===== config.mk =====
export PLATFORM = sky130hd
export DESIGN_NAME = spi_slave_sync
export DESIGN_NICKNAME = d
export VERILOG_FILES = /design/src/rtl/spi_pkg.sv /design/src/rtl/spi_sync_edge.sv /design/src/rtl/spi_slave_sync.sv
export SDC_FILE = /design/constraint.sdc
export NUM_CORES = 1
export LEC_CHECK = 0
export ABC_AREA = 1
export BUFFER_PORTS_ARGS = -buffer_cell sky130_fd_sc_hd__buf_2
export CAP_MARGIN = 20
export CORE_MARGIN = 4
export CORE_UTILIZATION = 44
export CTS_CLUSTER_DIAMETER = 120
export DETAILED_ROUTE_END_ITERATION = 7
export PLACE_DENSITY = 0.71
export SLEW_MARGIN = 25
export SYNTH_ARGS = -nofsm -noshare
export SYNTH_HDL_FRONTEND = slang
export SYNTH_HIERARCHICAL = 1
export SYNTH_SLANG_ARGS = --single-unit

===== constraint.sdc =====
create_clock -name i_clk -period 2.7 [get_ports i_clk]
set_input_delay 0.675 -clock i_clk [delete_from_list [all_inputs] [get_ports i_clk]]
set_output_delay 0.675 -clock i_clk [all_outputs]
set_load 0.02 [all_outputs]

===== src/rtl/spi_pkg.sv =====
// spi_pkg: shared types and mode encodings for the system-clocked SPI slave.
// Mode number is {cpol, cpha}, matching the usual SPI mode 0..3 numbering.
package spi_pkg;

    typedef enum logic [1:0] {
        IDLE  = 2'd0,
        LOAD  = 2'd1,
        SHIFT = 2'd2
    } state_t;

    typedef struct packed {
        logic cpol;
        logic cpha;
    } mode_t;

    localparam mode_t MODE0 = '{cpol: 1'b0, cpha: 1'b0};
    localparam mode_t MODE1 = '{cpol: 1'b0, cpha: 1'b1};
    localparam mode_t MODE2 = '{cpol: 1'b1, cpha: 1'b0};
    localparam mode_t MODE3 = '{cpol: 1'b1, cpha: 1'b1};

endpackage


===== src/rtl/spi_sync_edge.sv =====
// spi_sync_edge: multi-flop synchroniser for one asynchronous pin plus rise/fall pulses.
// Reset value is RESET_VAL xor i_rstInvert so the sclk copy can reset to the live cpol.
module spi_sync_edge
    import spi_pkg::*;
#(
    parameter int SYNC_STAGES = 2,
    parameter bit RESET_VAL   = 1'b0
) (
    input  logic i_clk,
    input  logic i_rst_n,
    input  logic i_rstInvert,
    input  logic i_async,
    output logic o_sync,
    output logic o_rise,
    output logic o_fall
);

    logic [SYNC_STAGES-1:0] r_stages;
    logic                   r_prev;
    logic                   w_rstVal;

    assign w_rstVal = RESET_VAL ^ i_rstInvert;

    always_ff @(posedge i_clk) begin
        if (!i_rst_n) begin
            r_stages <= {SYNC_STAGES{w_rstVal}};
            r_prev   <= w_rstVal;
        end else begin
            r_stages <= {r_stages[SYNC_STAGES-2:0], i_async};
            r_prev   <= r_stages[SYNC_STAGES-1];
        end
    end

    assign o_sync = r_stages[SYNC_STAGES-1];
    assign o_rise = r_stages[SYNC_STAGES-1] & ~r_prev;
    assign o_fall = ~r_stages[SYNC_STAGES-1] & r_prev;

endmodule


===== src/rtl/spi_slave_sync.sv =====
// spi_slave_sync: oversampled SPI slave, all CPOL/CPHA modes, burst words, rx/tx handshakes.
// Define SPI_SLAVE_LSB_FIRST_EN to shift words LSB first (default is MSB first).
module spi_slave_sync
    import spi_pkg::*;
#(
    parameter int DATA_W      = 16,
    parameter int SYNC_STAGES = 2
) (
    input  logic              i_clk,
    input  logic              i_rst_n,
    input  logic              i_cpol,
    input  logic              i_cpha,
    input  logic              i_sclk,
    input  logic              i_ss,
    input  logic              i_mosi,
    output logic              o_miso,
    output logic              o_miso_oe,
    input  logic [DATA_W-1:0] i_tx_data,
    input  logic              i_tx_valid,
    output logic              o_tx_ready,
    output logic [DATA_W-1:0] o_rx_data,
    output logic              o_rx_valid,
    input  logic              i_rx_ready,
    output logic              o_busy,
    output logic              o_underrun,
    output logic              o_overrun,
    input  logic              i_flag_clr
);

    localparam int CNT_W = $clog2(DATA_W + 1);

    logic w_sclkSync, w_sclkRise, w_sclkFall;
    logic w_ssSync, w_ssRise, w_ssFall;
    logic w_mosiSync, w_mosiRise, w_mosiFall;
    logic w_unused;

    spi_sync_edge #(.SYNC_STAGES(SYNC_STAGES), .RESET_VAL(1'b0)) u_sclkSync (
        .i_clk(i_clk), .i_rst_n(i_rst_n), .i_rstInvert(i_cpol), .i_async(i_sclk),
        .o_sync(w_sclkSync), .o_rise(w_sclkRise), .o_fall(w_sclkFall)
    );

    spi_sync_edge #(.SYNC_STAGES(SYNC_STAGES), .RESET_VAL(1'b1)) u_ssSync (
        .i_clk(i_clk), .i_rst_n(i_rst_n), .i_rstInvert(1'b0), .i_async(i_ss),
        .o_sync(w_ssSync), .o_rise(w_ssRise), .o_fall(w_ssFall)
    );

    spi_sync_edge #(.SYNC_STAGES(SYNC_STAGES), .RESET_VAL(1'b0)) u_mosiSync (
        .i_clk(i_clk), .i_rst_n(i_rst_n), .i_rstInvert(1'b0), .i_async(i_mosi),
        .o_sync(w_mosiSync), .o_rise(w_mosiRise), .o_fall(w_mosiFall)
    );

    assign w_unused = &{1'b0, w_sclkSync, w_ssSync, w_mosiRise, w_mosiFall};

    state_t            r_state;
    mode_t             r_mode;
    logic [DATA_W-1:0] r_txShift, r_rxShift, r_rxData;
    logic [CNT_W-1:0]  r_bitCnt;
    logic              r_miso, r_misoOe, r_txReady, r_rxValid, r_busy, r_underrun, r_overrun;

    logic              w_sampleEdge, w_shiftEdge;
    logic [DATA_W-1:0] w_loadWord, w_txShifted, w_rxShifted;
    logic              w_loadFirst, w_txCurBit, w_txNextBit;

    always_comb begin
        w_sampleEdge = 1'b0;
        w_shiftEdge  = 1'b0;
        case (r_mode)
            MODE0, MODE3: begin
                w_sampleEdge = w_sclkRise;
                w_shiftEdge  = w_sclkFall;
            end
            MODE1, MODE2: begin
                w_sampleEdge = w_sclkFall;
                w_shiftEdge  = w_sclkRise;
            end
            default: ;
        endcase
    end

    assign w_loadWord = i_tx_valid ? i_tx_data : '0;

`ifdef SPI_SLAVE_LSB_FIRST_EN
    assign w_loadFirst = w_loadWord[0];
    assign w_txCurBit  = r_txShift[0];
    assign w_txNextBit = r_txShift[1];
    assign w_txShifted = {1'b0, r_txShift[DATA_W-1:1]};
    assign w_rxShifted = {w_mosiSync, r_rxShift[DATA_W-1:1]};
`else
    assign w_loadFirst = w_loadWord[DATA_W-1];
    assign w_txCurBit  = r_txShift[DATA_W-1];
    assign w_txNextBit = r_txShift[DATA_W-2];
    assign w_txShifted = {r_txShift[DATA_W-2:0], 1'b0};
    assign w_rxShifted = {r_rxShift[DATA_W-2:0], w_mosiSync};
`endif

    // A shift edge with bit_cnt==0 is either the first cpha=1 leading edge (present bit 0)
    // or the trailing edge right after a cpha=0 word reload, which must not disturb bit 0.
    always_ff @(posedge i_clk) begin
        if (!i_rst_n) begin
            r_state    <= IDLE;
            r_mode     <= MODE0;
            r_txShift  <= '0;
            r_rxShift  <= '0;
            r_rxData   <= '0;
            r_bitCnt   <= '0;
            r_miso     <= 1'b0;
            r_misoOe   <= 1'b0;
            r_txReady  <= 1'b0;
            r_rxValid  <= 1'b0;
            r_busy     <= 1'b0;
            r_underrun <= 1'b0;
            r_overrun  <= 1'b0;
        end else begin
            r_txReady <= 1'b0;
            if (r_rxValid && i_rx_ready) r_rxValid <= 1'b0;
            if (i_flag_clr) begin
                r_underrun <= 1'b0;
                r_overrun  <= 1'b0;
            end
            case (r_state)
                IDLE: begin
                    r_miso   <= 1'b0;
                    r_misoOe <= 1'b0;
                    r_busy   <= 1'b0;
                    if (w_ssFall) r_state <= LOAD;
                end
                LOAD: begin
                    r_mode    <= '{cpol: i_cpol, cpha: i_cpha};
                    r_txShift <= w_loadWord;
                    r_txReady <= i_tx_valid;
                    if (!i_tx_valid) r_underrun <= 1'b1;
                    r_miso    <= i_cpha ? 1'b0 : w_loadFirst;
                    r_bitCnt  <= '0;
                    r_misoOe  <= 1'b1;
                    r_busy    <= 1'b1;
                    r_state   <= SHIFT;
                end
                SHIFT: begin
                    if (r_bitCnt == CNT_W'(DATA_W)) begin
                        if (!r_rxValid || i_rx_ready) begin
                            r_rxData  <= r_rxShift;
                            r_rxValid <= 1'b1;
                        end else begin
                            r_overrun <= 1'b1;
                        end
                        r_txShift <= w_loadWord;
                        r_txReady <= i_tx_valid;
                        if (!i_tx_valid) r_underrun <= 1'b1;
                        r_miso    <= r_mode.cpha ? r_miso : w_loadFirst;
                        r_bitCnt  <= '0;
                    end else if (w_sampleEdge) begin
                        r_rxShift <= w_rxShifted;
                        r_bitCnt  <= r_bitCnt + CNT_W'(1);
                    end else if (w_shiftEdge) begin
                        if (r_bitCnt != '0) begin
                            r_txShift <= w_txShifted;
                            r_miso    <= w_txNextBit;
                        end else if (r_mode.cpha) begin
                            r_miso <= w_txCurBit;
                        end
                    end
                    if (w_ssRise) begin
                        r_state  <= IDLE;
                        r_bitCnt <= '0;
                        r_miso   <= 1'b0;
                        r_misoOe <= 1'b0;
                        r_busy   <= 1'b0;
                    end
                end
                default: r_state <= IDLE;
            endcase
        end
    end

    assign o_miso     = r_miso;
    assign o_miso_oe  = r_misoOe;
    assign o_tx_ready = r_txReady;
    assign o_rx_data  = r_rxData;
    assign o_rx_valid = r_rxValid;
    assign o_busy     = r_busy;
    assign o_underrun = r_underrun;
    assign o_overrun  = r_overrun;

endmodule

==> out/qor_table.md <==
| Quantity | This run |
| --- | --- |
| Placement Setup Slack | 617 ps |
| Routed wire length | 6.40 mm |
| Leak | 1.88 nW |
| Gr usage total | 16.1% |
| Standard cell core area | 6870 µm² |
| Share of the clock period used by the worst path after layout | 78.1% |
| Final HPWL DP | 4.48 mm |
| Critical path launch point | r_bitCnt[0] |
| Class of the tightest hold or removal check | reg -> reg |
| Vias/cell | 4.64 |
| Worst-skew pair later-pin latency | 340 ps |
| Nature of the critical path endpoint | flop |
| Number of max-slew violations in the final report | 0 |
| Hold-fix buffers, CTS | 0 |
| # rows | 30 |
| Post-CTS setup buffer count | 0 |
| Initial core utilization | 45.7% |
| Number of antenna violations at the first check in global routing | 0 |
| Logic pwr share | 35.2% |
| Clock tree from TritonCTS | built |
| Worst Skew | 8.58 ps |
| Pwr/cell area | 932 nW/µm² |
| MaxCap Viol Count | 0 |
| Maximum clock frequency | 475 MHz |
| Total vias in the final route | 2725 |
| Switching Power | 0.00134 W |
| Antenna Cells | 0 |
| Total global routing overflow | 0 |
| Total CTS buffers | 9 |
| Clock Tree Root | sky130_fd_sc_hd__clkbuf_8 |
| Internal Dissipation | 0.00202 W |
| Share of layout cells above drive strength 1 | 17.5% |
| Largest net degree at the start of global routing | 34 |
| Avg Cell Area, Syn | 7.14 µm² |
| Count of filler cells inserted in the layout | 657 |
| Post-layout nets | 519 |
| Fin Setup TNS | 0 ps |
| # resized after CTS | 0 |
| Area occupied by multi-input gates | 1460 µm² |
| Sequential fraction of design power | 41.6% |
| Outcome | completed |
| Signal arrival time at the worst endpoint | 2350 ps |
| Yosys warns | 6 |
| Reg2Reg Launch Point | r_bitCnt[0] |
| Area grow syn2layout | 14.8% |
| Number of I/O port buffers | 48 |
| Die area | 8560 µm² |
| Switching portion of total power | 39.9% |
| TritonCTS sink count | 71 |
| Sequential Area | 1420 µm² |
| Clock transition time at the flip-flop clock pins of the worst setup and hold paths | 80 ps |
| H-tree depth | 3 |
| Synth Cell Area | 3140 µm² |
| Y dimension of the die | 92.5 µm |
| Detail-routed net length per standard cell | 10.9 µm |
| Number of buffers on the longest clock path | 2 |
| RePlAce Congestion | 0.864 |
| Startpoint class of the critical path | flop |
| Final period demand of the worst path | 2110 ps |
| Required time worst endpoint | 2940 ps |
| Die width | 92.5 µm |
| IR Drop Worst-Case VDD | 0.000504 V |
| Start-to-end type of the worst setup path | reg -> reg |
| Min-delay src | u_sclkSync/r_stages[0] |
| Cell count after synthesis | 440 |
| Wire length of the first global-routing pass | 11.3 mm |
| Slack of the critical path | 593 ps |
| Number of endpoints failing setup at the final stage | 0 |
| Clock power share | 23.2% |
| Residual DRC count | 0 |
| Remaining number of nets flagged by the antenna check after routing | 0 |
| Boundary Pins | 49 |
| Router iterations before antenna repair | 4 |
| Setup repair after global routing missed its margin | no |
| Vias in the first global route | 2606 |
| Hold Fails Final Rpt | 0 |
| Starting DRT DRC Count | 128 |
| Biggest fanout along the worst timing path | 33 |
final timing paths:
kind	to	slack, ps	depth (start not counted)
setup / recovery	r_rxShift[9]	590	8
hold / removal	u_sclkSync/r_stages[1]	430	2
setup reg to reg	r_rxShift[9]	590	8
hold reg to reg	u_sclkSync/r_stages[1]	430	2
power groups by stage:
stage / Clock, W / Combinational, W / Sequential, W
floorplan: 0 / 0.00103 / 0.00140
global placement: 0 / 0.00116 / 0.00141
detailed placement: 0 / 0.00119 / 0.00142
CTS: 0.000795 / 0.00119 / 0.00140
global route: 0.000847 / 0.00141 / 0.00143
finish: 0.000779 / 0.00118 / 0.00140
area by class of cell:
class	count	share of cell area, %
clock inverter	6	1.18
clock buffer	10	3.82
timing repair buffer	50	7.08
inverter	45	4.72
multi-input combinational	309	40.5
sequential	71	39.4
tap	96	3.33
through the flow:
stage | power (W) | hold slack [ps] | cells | cell area, µm² | util [%]
detailed placement | 0.00260 | 416 | 571 | 3430 | 49.9
CTS | 0.00338 | 436 | 587 | 3610 | 52.5
global route | 0.00368 | 459 | 587 | 3610 | 52.5
global placement | 0.00257 | 410 | 571 | 3430 | 49.9
finish | 0.00336 | 435 | 587 | 3610 | 52.5
floorplan | 0.00243 | 403 | 443 | 3150 | -
placed cells by master (no fill, tap or decap):
| cell | instances |
|---|---|
| sky130_fd_sc_hd__inv_6 | 2 |
| sky130_fd_sc_hd__xor2_1 | 2 |
| sky130_fd_sc_hd__o211ai_1 | 1 |
| sky130_fd_sc_hd__nand2_2 | 4 |
| sky130_fd_sc_hd__dfxtp_1 | 71 |
| sky130_fd_sc_hd__a21oi_1 | 13 |
| sky130_fd_sc_hd__or2_2 | 2 |
| sky130_fd_sc_hd__clkbuf_8 | 10 |
| sky130_fd_sc_hd__nand3_1 | 12 |
| sky130_fd_sc_hd__nand2_1 | 67 |
| sky130_fd_sc_hd__a22oi_1 | 1 |
| sky130_fd_sc_hd__buf_2 | 48 |
| sky130_fd_sc_hd__o21ai_1 | 10 |
| sky130_fd_sc_hd__nand2_4 | 2 |
| sky130_fd_sc_hd__a21boi_0 | 1 |
| sky130_fd_sc_hd__a311oi_1 | 1 |
| sky130_fd_sc_hd__nor2_1 | 108 |
| sky130_fd_sc_hd__nand3_2 | 1 |
| sky130_fd_sc_hd__buf_4 | 2 |
| sky130_fd_sc_hd__nor2_4 | 4 |
| sky130_fd_sc_hd__nand4_1 | 4 |
| sky130_fd_sc_hd__conb_1 | 4 |
| sky130_fd_sc_hd__o21ai_0 | 63 |
| sky130_fd_sc_hd__clkinvlp_4 | 2 |
| sky130_fd_sc_hd__inv_2 | 5 |
| sky130_fd_sc_hd__ha_1 | 7 |
| sky130_fd_sc_hd__nand4_2 | 1 |
| sky130_fd_sc_hd__clkinv_2 | 3 |
| sky130_fd_sc_hd__o21a_1 | 1 |
| sky130_fd_sc_hd__inv_1 | 39 |
critical path: stages (launching register included):
cell and delay [ps]:
sky130_fd_sc_hd__dfxtp_1 380, sky130_fd_sc_hd__inv_1 80, sky130_fd_sc_hd__ha_1 280, sky130_fd_sc_hd__nand3_2 160, sky130_fd_sc_hd__nand2_4 200, sky130_fd_sc_hd__nor2_4 340, sky130_fd_sc_hd__inv_1 300, sky130_fd_sc_hd__nor2_1 180
sky130_fd_sc_hd__nor2_1 70
per-layer routing:
metal  track usage, %  wire (µm)  part of all wire [%]  vias to the layer above
met5                0          0                     0                        -
met4             7.30         96                   1.5                        0
met3             4.39        292                   4.6                        6
met2             25.9       2880                    45                       44
met1             19.9       3130                    49                     1196
li1                 -          -                     -                     1479
registers in the layout (all words and copies together) (netlist names), 5 cells and up:
name,count
r_rxShift,16
r_bitCnt,5
o_rx_data,16
r_txShift,16
Power figures use the tool's default switching activity.
